## src/rtl/puf_challenge_sequencer.sv

```systemverilog
// puf_challenge_sequencer
// Initiator side of the arbiter-PUF link. Walks a Galois LFSR through a
// sequence of challenges, fires one launch pulse per challenge, samples the
// asynchronous arbiter response through a two-flop synchronizer and assembles
// RESP_BITS bits (first bit in the MSB) into a word returned via valid/ready.
module puf_challenge_sequencer #(
  parameter int                CHAL_W        = 8,
  parameter logic [CHAL_W-1:0] TAPS          = CHAL_W'(8'hB8),
  parameter int                RESP_BITS     = 8,
  parameter int                SETTLE_CYCLES = 4,
  parameter int                PULSE_CYCLES  = 3
) (
  input  logic                 clk,
  input  logic                 rst,
  input  logic                 start,
  input  logic [CHAL_W-1:0]    seed,
  output logic                 busy,
  output logic                 ipulse,
  output logic [CHAL_W-1:0]    ichallenge,
  input  logic                 oresponse,
  output logic [RESP_BITS-1:0] resp_word,
  output logic                 resp_valid,
  input  logic                 resp_ready
);

  // The phase counter serves both ARM and PULSE, so it must hold the larger
  // of the two lengths; the bit counter must reach RESP_BITS without wrapping.
  localparam int CNT_MAX = (SETTLE_CYCLES > PULSE_CYCLES) ? SETTLE_CYCLES : PULSE_CYCLES;
  localparam int CNT_W   = $clog2(CNT_MAX + 1);
  localparam int BIT_W   = $clog2(RESP_BITS + 1);

  typedef enum logic [1:0] {
    ST_IDLE,
    ST_ARM,
    ST_PULSE,
    ST_DONE
  } state_e;

  state_e                 state_q, state_d;
  logic [CNT_W-1:0]       cnt_q, cnt_d;
  logic [BIT_W-1:0]       bits_q, bits_d;
  logic [BIT_W-1:0]       bits_inc;
  logic [CHAL_W-1:0]      lfsr_q, lfsr_d;
  logic [CHAL_W-1:0]      lfsr_next;
  logic [RESP_BITS-1:0]   word_q, word_d;
  logic                   valid_q, valid_d;
  logic                   busy_q, busy_d;
  logic                   ipulse_q, ipulse_d;
  logic                   s1_q, s1_d;
  logic                   s2_q, s2_d;

  assign bits_inc  = bits_q + BIT_W'(1);
  assign lfsr_next = lfsr_q[0] ? ((lfsr_q >> 1) ^ TAPS) : (lfsr_q >> 1);

  // Next-state logic: sequencing of settle/pulse phases, bit capture and handshake.
  always_comb begin
    // NOTE: every target gets a default first so no path leaves it unassigned,
    // which would otherwise infer a latch.
    state_d  = state_q;
    cnt_d    = cnt_q;
    bits_d   = bits_q;
    lfsr_d   = lfsr_q;
    word_d   = word_q;
    valid_d  = valid_q;
    busy_d   = busy_q;
    ipulse_d = ipulse_q;
    s1_d     = oresponse;
    s2_d     = s1_q;

    case (state_q)
      ST_IDLE: begin
        if (start) begin
          // A zero seed would lock the LFSR at zero forever.
          lfsr_d   = (seed == '0) ? CHAL_W'(1) : seed;
          cnt_d    = '0;
          bits_d   = '0;
          word_d   = '0;
          busy_d   = 1'b1;
          ipulse_d = 1'b0;
          state_d  = ST_ARM;
        end
      end

      ST_ARM: begin
        // Challenge settles (and the previous pulse releases) with ipulse low.
        if (cnt_q == CNT_W'(SETTLE_CYCLES - 1)) begin
          cnt_d    = '0;
          ipulse_d = 1'b1;
          state_d  = ST_PULSE;
        end else begin
          cnt_d = cnt_q + CNT_W'(1);
        end
      end

      ST_PULSE: begin
        if (cnt_q == CNT_W'(PULSE_CYCLES - 1)) begin
          // Pulse length covers the synchronizer latency, so s2 is the
          // arbiter decision for this challenge.
          cnt_d     = '0;
          ipulse_d  = 1'b0;
          word_d    = word_q << 1;
          word_d[0] = s2_q;
          bits_d    = bits_inc;
          if (bits_inc == BIT_W'(RESP_BITS)) begin
            busy_d  = 1'b0;
            valid_d = 1'b1;
            state_d = ST_DONE;
          end else begin
            lfsr_d  = lfsr_next;
            state_d = ST_ARM;
          end
        end else begin
          cnt_d = cnt_q + CNT_W'(1);
        end
      end

      ST_DONE: begin
        // Word stays frozen; start is deliberately not looked at here.
        if (resp_ready) begin
          valid_d = 1'b0;
          state_d = ST_IDLE;
        end
      end

      default: state_d = ST_IDLE;
    endcase
  end

  // State register with synchronous reset; reset drops ipulse immediately.
  always_ff @(posedge clk) begin
    // NOTE: sequential state uses non-blocking assignments so every flop
    // samples the pre-edge values, independent of statement order.
    if (rst) begin
      state_q  <= ST_IDLE;
      cnt_q    <= '0;
      bits_q   <= '0;
      lfsr_q   <= CHAL_W'(1);
      word_q   <= '0;
      valid_q  <= 1'b0;
      busy_q   <= 1'b0;
      ipulse_q <= 1'b0;
      s1_q     <= 1'b0;
      s2_q     <= 1'b0;
    end else begin
      state_q  <= state_d;
      cnt_q    <= cnt_d;
      bits_q   <= bits_d;
      lfsr_q   <= lfsr_d;
      word_q   <= word_d;
      valid_q  <= valid_d;
      busy_q   <= busy_d;
      ipulse_q <= ipulse_d;
      s1_q     <= s1_d;
      s2_q     <= s2_d;
    end
  end

  assign busy       = busy_q;
  assign ipulse     = ipulse_q;
  assign ichallenge = lfsr_q;
  assign resp_word  = word_q;
  assign resp_valid = valid_q;

endmodule
```

## config.mk

```make
export PLATFORM = sky130hd
export DESIGN_NAME = puf_challenge_sequencer
export DESIGN_NICKNAME = d
export VERILOG_FILES = /design/src/rtl/puf_challenge_sequencer.sv
export SDC_FILE = /design/constraint.sdc
export NUM_CORES = 1
export LEC_CHECK = 0
export ABC_AREA = 1
export CAP_MARGIN = 10
export CELL_PAD_IN_SITES_DETAIL_PLACEMENT = 2
export CELL_PAD_IN_SITES_GLOBAL_PLACEMENT = 2
export CORE_MARGIN = 4
export CORE_UTILIZATION = 30
export CTS_BUF_LIST = sky130_fd_sc_hd__clkbuf_4 sky130_fd_sc_hd__clkbuf_8
export DETAILED_ROUTE_END_ITERATION = 6
export PLACE_DENSITY = 0.81
export SLEW_MARGIN = 20
export SYNTH_ARGS = -nofsm -noshare
export SYNTH_HDL_FRONTEND = slang
export SYNTH_SLANG_ARGS = --single-unit
```

## constraint.sdc

```tcl
create_clock -name clk -period 1.9 [get_ports clk]
set_clock_uncertainty 0.15 [all_clocks]
set_input_delay 0.285 -clock clk [delete_from_list [all_inputs] [get_ports clk]]
set_output_delay 0.285 -clock clk [all_outputs]
set_load 0.05 [all_outputs]
```

==> impl_metrics.json <==
{
  "synth_top_family_by_area": "simple AND/OR/NAND/NOR gates",
  "ys.flop_type": "dfxtp_1",
  "grt_usage": 0.154,
  "viasPerCell": 4.78,
  "grt_pass1_wl_um": 8000,
  "yosysMostFrequentCell": "nor2_1",
  "drive_above_1_share": 0.281,
  "grt_max_degree": 20,
  "cts_root_buffer": "clkbuf_8",
  "cts_sinks": 30,
  "cap_violations": 0,
  "io_buffers": 31,
  "synth-edff-count": 0,
  "stdcell_count": 323,
  "die_area_um2": 6740,
  "gp_congestion": 0.733,
  "syn_area_per_cell_um2": 7.59,
  "synthCells": 217,
  "worst_pin_slew_ps": 522,
  "cp-end-kind": "flip-flop",
  "vias": 1545,
  "yosysWarningCount": 0,
  "p_per_area_nw_per_um2": 1420,
  "syn_area_um2": 1650,
  "synth_area_leaders": "dfxtp_1, nor2_1, nand2_1",
  "min_path_type": "reg2reg",
  "rsz0062_at_grt": "no",
  "overflow": 0,
  "placed_area_um2": 1980,
  "arrival_ps": 1810,
  "timing.fmax_mhz": 562,
  "total_power_mw": 3.01,
  "path_class": "reg2reg",
  "p_leak_nw": 0.857,
  "syn_nets": 240,
  "synth_xor_area_frac": 0.0106,
  "cts_buffer_depth": 2,
  "io_pins": 32,
  "finalCriticalPeriod_ps": 1780,
  "wl_per_cell_um": 14.4,
  "clk_latency_ps": 280,
  "finalHoldViolations": 0,
  "dp.cells": 315,
  "numCtsBuffers": 5,
  "postCtsSetupRepairBufs": 0,
  "grt_antenna_before_repair": 0,
  "finalSetupViolCount": 0,
  "r2r_setup_slack_ps": 120,
  "routed_wl_um": 4660,
  "critPathMaxFanout": 19,
  "seq_area_frac_synth": 0.364,
  "ys_ff_latch": 30,
  "placementRows": 26,
  "drc": 0,
  "first_pass_iters": 4,
  "core_um2": 5200,
  "ir_drop_uv": 486,
  "fin_crit_sh": 0.937,
  "relSlewSlack": 0.652,
  "synth-simple-area-share": 0.298,
  "ys_top_cells_by_count": "nor2_1, nand2_1, dfxtp_1",
  "synth_fa_ha_area_frac": 0.0759,
  "synth_compound_area_frac": 0.155,
  "cp.required_ps": 1920,
  "drt-initial-drc-count": 30,
  "initial_core_util": 0.317,
  "async_flop_share": 0,
  "slew_viol_final": 0,
  "dp_hpwl_um": 3390,
  "cts_tree": "done",
  "fill_cells": 619,
  "yosys.area.top_type": "dfxtp_1",
  "outcome": "finished, final reports clean",
  "area_growth_pct": 28.0,
  "synth_cell_types": 32,
  "yosysTopAreaCellShare": 0.364,
  "fin_nets": 275,
  "final_cell_area_um2": 2110,
  "postRouteAntennaNets": 0,
  "grt_pass1_vias": 1612,
  "die_x_um": 82.1,
  "die_y_um": 82.1,
  "num_antenna_cells": 0,
  "muxShareOfSynthArea": 0.00607,
  "clkTransAtPathRegs_ps": 70,
  "cp-start-kind": "flip-flop",
  "htreeDepth": 2
}
-- worst max-delay path: stages, from the launching register on --
cell	delay, ps
dfxtp_4	370
inv_1	90
ha_2	210
inv_1	50
nor2_2	150
nor2_4	60
nand2_4	100
clkinv_8	120
nand2_2	130
inv_4	70
nor2_1	120
nor2_1	70
-- cells by family after synthesis --
logic type | count (synthesis)
AO/OA/AOI/OAI | 40
XOR/XNOR | 2
adder cells (fa/ha/maj) | 10
buffers and inverters | 31
flip-flops | 30
multiplexers | 1
AND/OR/NAND/NOR | 103
-- stage by stage --
| stage | setup TNS, ps | hold slack [ps] | utilization | setup WS (ps) |
|---|---|---|---|---|
| after CTS | 0 | 262 | 0.402 | 54.4 |
| after global routing | 0 | 287 | 0.405 | 2.89 |
| after detailed placement | -36.3 | 251 | 0.380 | -30.8 |
| after floorplan | 0 | 238 | - | 265 |
| final | 0 | 255 | 0.405 | 119 |
| after global placement | 0 | 242 | 0.380 | 58.4 |
-- per-layer routing --
metal	global-route usage	routed length, um	vias up
met3	0.0271	104	7
met5	0	0	-
met1	0.198	2250	751
li1	-	-	768
met4	0.0449	53	0
met2	0.261	2250	19
-- power breakdown --
| group | leakage (nW) | internal [mW] | switching, mW | total [mW] |
|---|---|---|---|---|
| combinational | 0.563 | 0.494 | 1.09 | 1.58 |
| sequential | 0.246 | 0.751 | 0.119 | 0.870 |
| clock | 0.0472 | 0.291 | 0.264 | 0.555 |
| total | 0.857 | 1.54 | 1.47 | 3.01 |
-- sequential cells by signal, summed over array words and instances (netlist names) --
name        count
ichallenge      8
resp_word       8
bits_q          4
cnt_q           3
state_q         2
busy            1
ipulse          1
resp_valid      1
s1_q            1
s2_q            1
-- final cells by class --
| cell class | count | area, um^2 | share of cell area |
|---|---|---|---|
| clock buffers | 6 | 82.6 | 0.0391 |
| clock inverters | 2 | 12.5 | 0.00593 |
| inverters | 24 | 105 | 0.0498 |
| multi-input cells | 156 | 923 | 0.438 |
| flip-flops and latches | 30 | 606 | 0.287 |
| well taps | 70 | 87.6 | 0.0415 |
| repair buffers | 35 | 293 | 0.139 |
-- repair_timing --
action                                  CTS  global route
pin swaps                                 0             0
cloned                                    0             0
endpoints found under the setup margin   14             8
hold buffers                              0             0
resized for setup                         6             7
-- cells in the final DEF (no fill, tap or decap), types with 8 or more instances in the layout --
cell / count
nor2_1: 35
nand2_1: 34
dfxtp_1: 28
buf_4: 23
inv_1: 20
a21oi_1: 15
nand3_1: 12
clkdlybuf4s50_1: 12
a21oi_2: 10
nand3_2: 9
ha_1: 8
-- final timing paths --
path	start	end	depth (start not counted)
worst min register to register	s1_q	s2_q	2
worst min-delay path	s1_q	s2_q	2
worst max register to register	state_q[1]	ichallenge[1]	11
worst max-delay path	state_q[1]	ichallenge[1]	11
Power figures use the tool's default switching activity.
==> RTL edit, RTL diff (same flow settings) <==
`CHAL_W`: 8 -> 6.
--- a/src/rtl/puf_challenge_sequencer.sv
+++ b/src/rtl/puf_challenge_sequencer.sv
@@ -4,7 +4,7 @@
 // asynchronous arbiter response through a two-flop synchronizer and assembles
 // RESP_BITS bits (first bit in the MSB) into a word returned via valid/ready.
 module puf_challenge_sequencer #(
-  parameter int                CHAL_W        = 8,
+  parameter int                CHAL_W        = 6,
   parameter logic [CHAL_W-1:0] TAPS          = CHAL_W'(8'hB8),
   parameter int                RESP_BITS     = 8,
   parameter int                SETTLE_CYCLES = 4,
Interface: changed (resized ichallenge and seed); port bits go from 32 to 28. The function was not compared with the original's and may differ.
==> RTL edit against the original RTL <==
- sequential cell count decreased by 2
- synthesized area fell by 13%
- total power decreased by 16%
- wire length fell by 5.5%
- sequential power fell by 9.3%
- synthesized cell count fell by 9.2%
- sequential share of layout area up 2.6 points
- setup slack improved by 0.071 ns
- final area decreased by 15%
==> RTL edit: results <==
status:
  status: "completed"
grt:
  first_global_vias: 1559
  antenna_found_initial: 0
  gr-usage-all-layers_pct: 15.47
  grt_pass1_wl_microns: 7417
  grt_max_degree: 18
worst_setup_path:
  crit_fanout: 7
  slowest_stage: "dfxtp_2"
  max_stage_delay_ns: 0.35
  reg2regPathDepth: 11
  reg2reg_slack_ns: 0.19
  crit-reg2reg-launch: "state_q[1]$_SDFFE_PP0P_"
  crit_arrival_ns: 1.74
  r2r-end: "ichallenge[4]$_SDFFE_PP0P_"
clocking:
  cts.clk_slew.worst_paths_ns: 0.09
  clockBufferDepth: 2
  cts_inserted_buffers: 3
  clockRootBuffer: "clkbuf_8"
  ctsHtreeMaxLevel: 1
hold_path:
  hp-class: "flip-flop to flip-flop"
  hold_end: "s2_q$_SDFF_PP0_"
  holdCritStartpoint: "s1_q$_SDFF_PP0_"
  min_path_cells: 2
placed_design:
  place_area_sq_um: 1728
  gp_congestion: 0.8130
  pre_cts_slack_ns: 0.007923
  portBuffers: 27
  hpwl_microns: 3475
synthesis:
  postSynthAreaPerCell_sq_um: 7.279
  synth_common_cells: "41 x nand2_1, 28 x dfxtp_1, 22 x a21oi_1, 21 x inv_1, 21 x nor2_1"
  seq_area_frac_synth_pct: 39.09
  synth_cell_type_count: 27
  synth.area.top_cells: "dfxtp_1 39%, nand2_1 11%, ha_1 8.7%"
  yosysWarnings: 0
  synth_fp_nets: 218
  synth_ff_type: "dfxtp_1"
timing:
  timing.hold.ws_ns: 0.2620
  max_slew_margin_pct: 74.55
route:
  firstDrtPassIters: 6
  wl_per_cell_microns: 15.79
  drt_iter0_drc: 48
  via_count: 1389
power_and_ir_drop:
  cell_internal_pwr_mw: 1.311
  leakage_nw: 0.7687
  peakVddDrop_uv: 608.1
layout:
  drive_above_1_share_pct: 19.82
  nets: 249
  insertedDiodeCount: 0
  finalNonFillerCells: 279
  largest_register_ffs: 8
-- RTL edit: cell types whose count changed in the layout (fill, tap and decap cells not counted), moves of 2 or more --
| cell | delta |
|---|---|
| nand2_1 | +6 |
| dfxtp_1 | -2 |
| a21oi_1 | +7 |
| a21oi_2 | -10 |
| clkdlybuf4s50_1 | -2 |
| nand3_2 | -8 |
| clkbuf_8 | -2 |
| nor2_1 | -14 |
| nor2_2 | -2 |
| o21ai_0 | +6 |
-- RTL edit: layout make-up --
type	count	area [sq um]
fillers	516	2674
multi-input cells	138	752.0
flip-flops and latches	28	563.0
repair buffers	33	272.8
inverters	24	92.59
well taps	52	65.06
clock buffers	4	55.05
-- RTL edit: cell families after synthesis --
logic type	synth area share (%)
xor gates and xnor gates	0.6109
buffers and inverters	9.512
and+or+nand+nor	27.05
adders and majority gates	8.726
DFF	39.09
AOI/OAI and AO/OA	15.01
-- RTL edit: repair_timing --
action / CTS / global route
setup buffers: 0 / 0
hold buffers: 0 / 0
gates resized for setup: 1 / 5
setup endpoints to repair: 2 / 10
endpoints found under the hold margin: 0 / 0
-- RTL edit: worst max-delay path, delay by kind of cell, from the launching register on --
kind / cells / cell delay (ns)
buf+inv: 3 / 0.33
flops: 1 / 0.35
simple gates: 7 / 0.56
fa+ha+maj: 1 / 0.21
-- RTL edit: power groups by stage --
stage	logic, mW	registers [mW]	clock network, mW
floorplan	0.735	0.997	0
global placement	1.26	0.785	0
detailed placement	1.35	0.797	0
CTS	1.36	0.784	0.387
global route	1.50	0.808	0.415
finish	1.35	0.789	0.370
-- RTL edit: how the worst max path moves through the flow --
stage / start / end / slack [ns] / depth (start not counted)
after floorplan: state_q[0]$_SDFFE_PP0P_ / resp_word[3]$_SDFFE_PP0P_ / 0.30 / 9
after global placement: start / ichallenge[4]$_SDFFE_PP0P_ / 0.16 / 10
after detailed placement: state_q[0]$_SDFFE_PP0P_ / ichallenge[3]$_SDFFE_PP0P_ / 0.008 / 9
after CTS: state_q[0]$_SDFFE_PP0P_ / ichallenge[3]$_SDFFE_PP0P_ / 0.08 / 9
after global routing: state_q[1]$_SDFFE_PP0P_ / ichallenge[3]$_SDFFE_PP0P_ / 0.05 / 11
final: state_q[1]$_SDFFE_PP0P_ / ichallenge[4]$_SDFFE_PP0P_ / 0.19 / 11
-- RTL edit: metal layers --
layer | wire length [microns] | global-route usage (%) | part of all wire (%)
met1 | 1744 | 15.49 | 40
met2 | 2472 | 31.35 | 56
met3 | 117 | 3.162 | 2.7
met4 | 70 | 4.448 | 1.6
met5 | 0 | 0 | 0
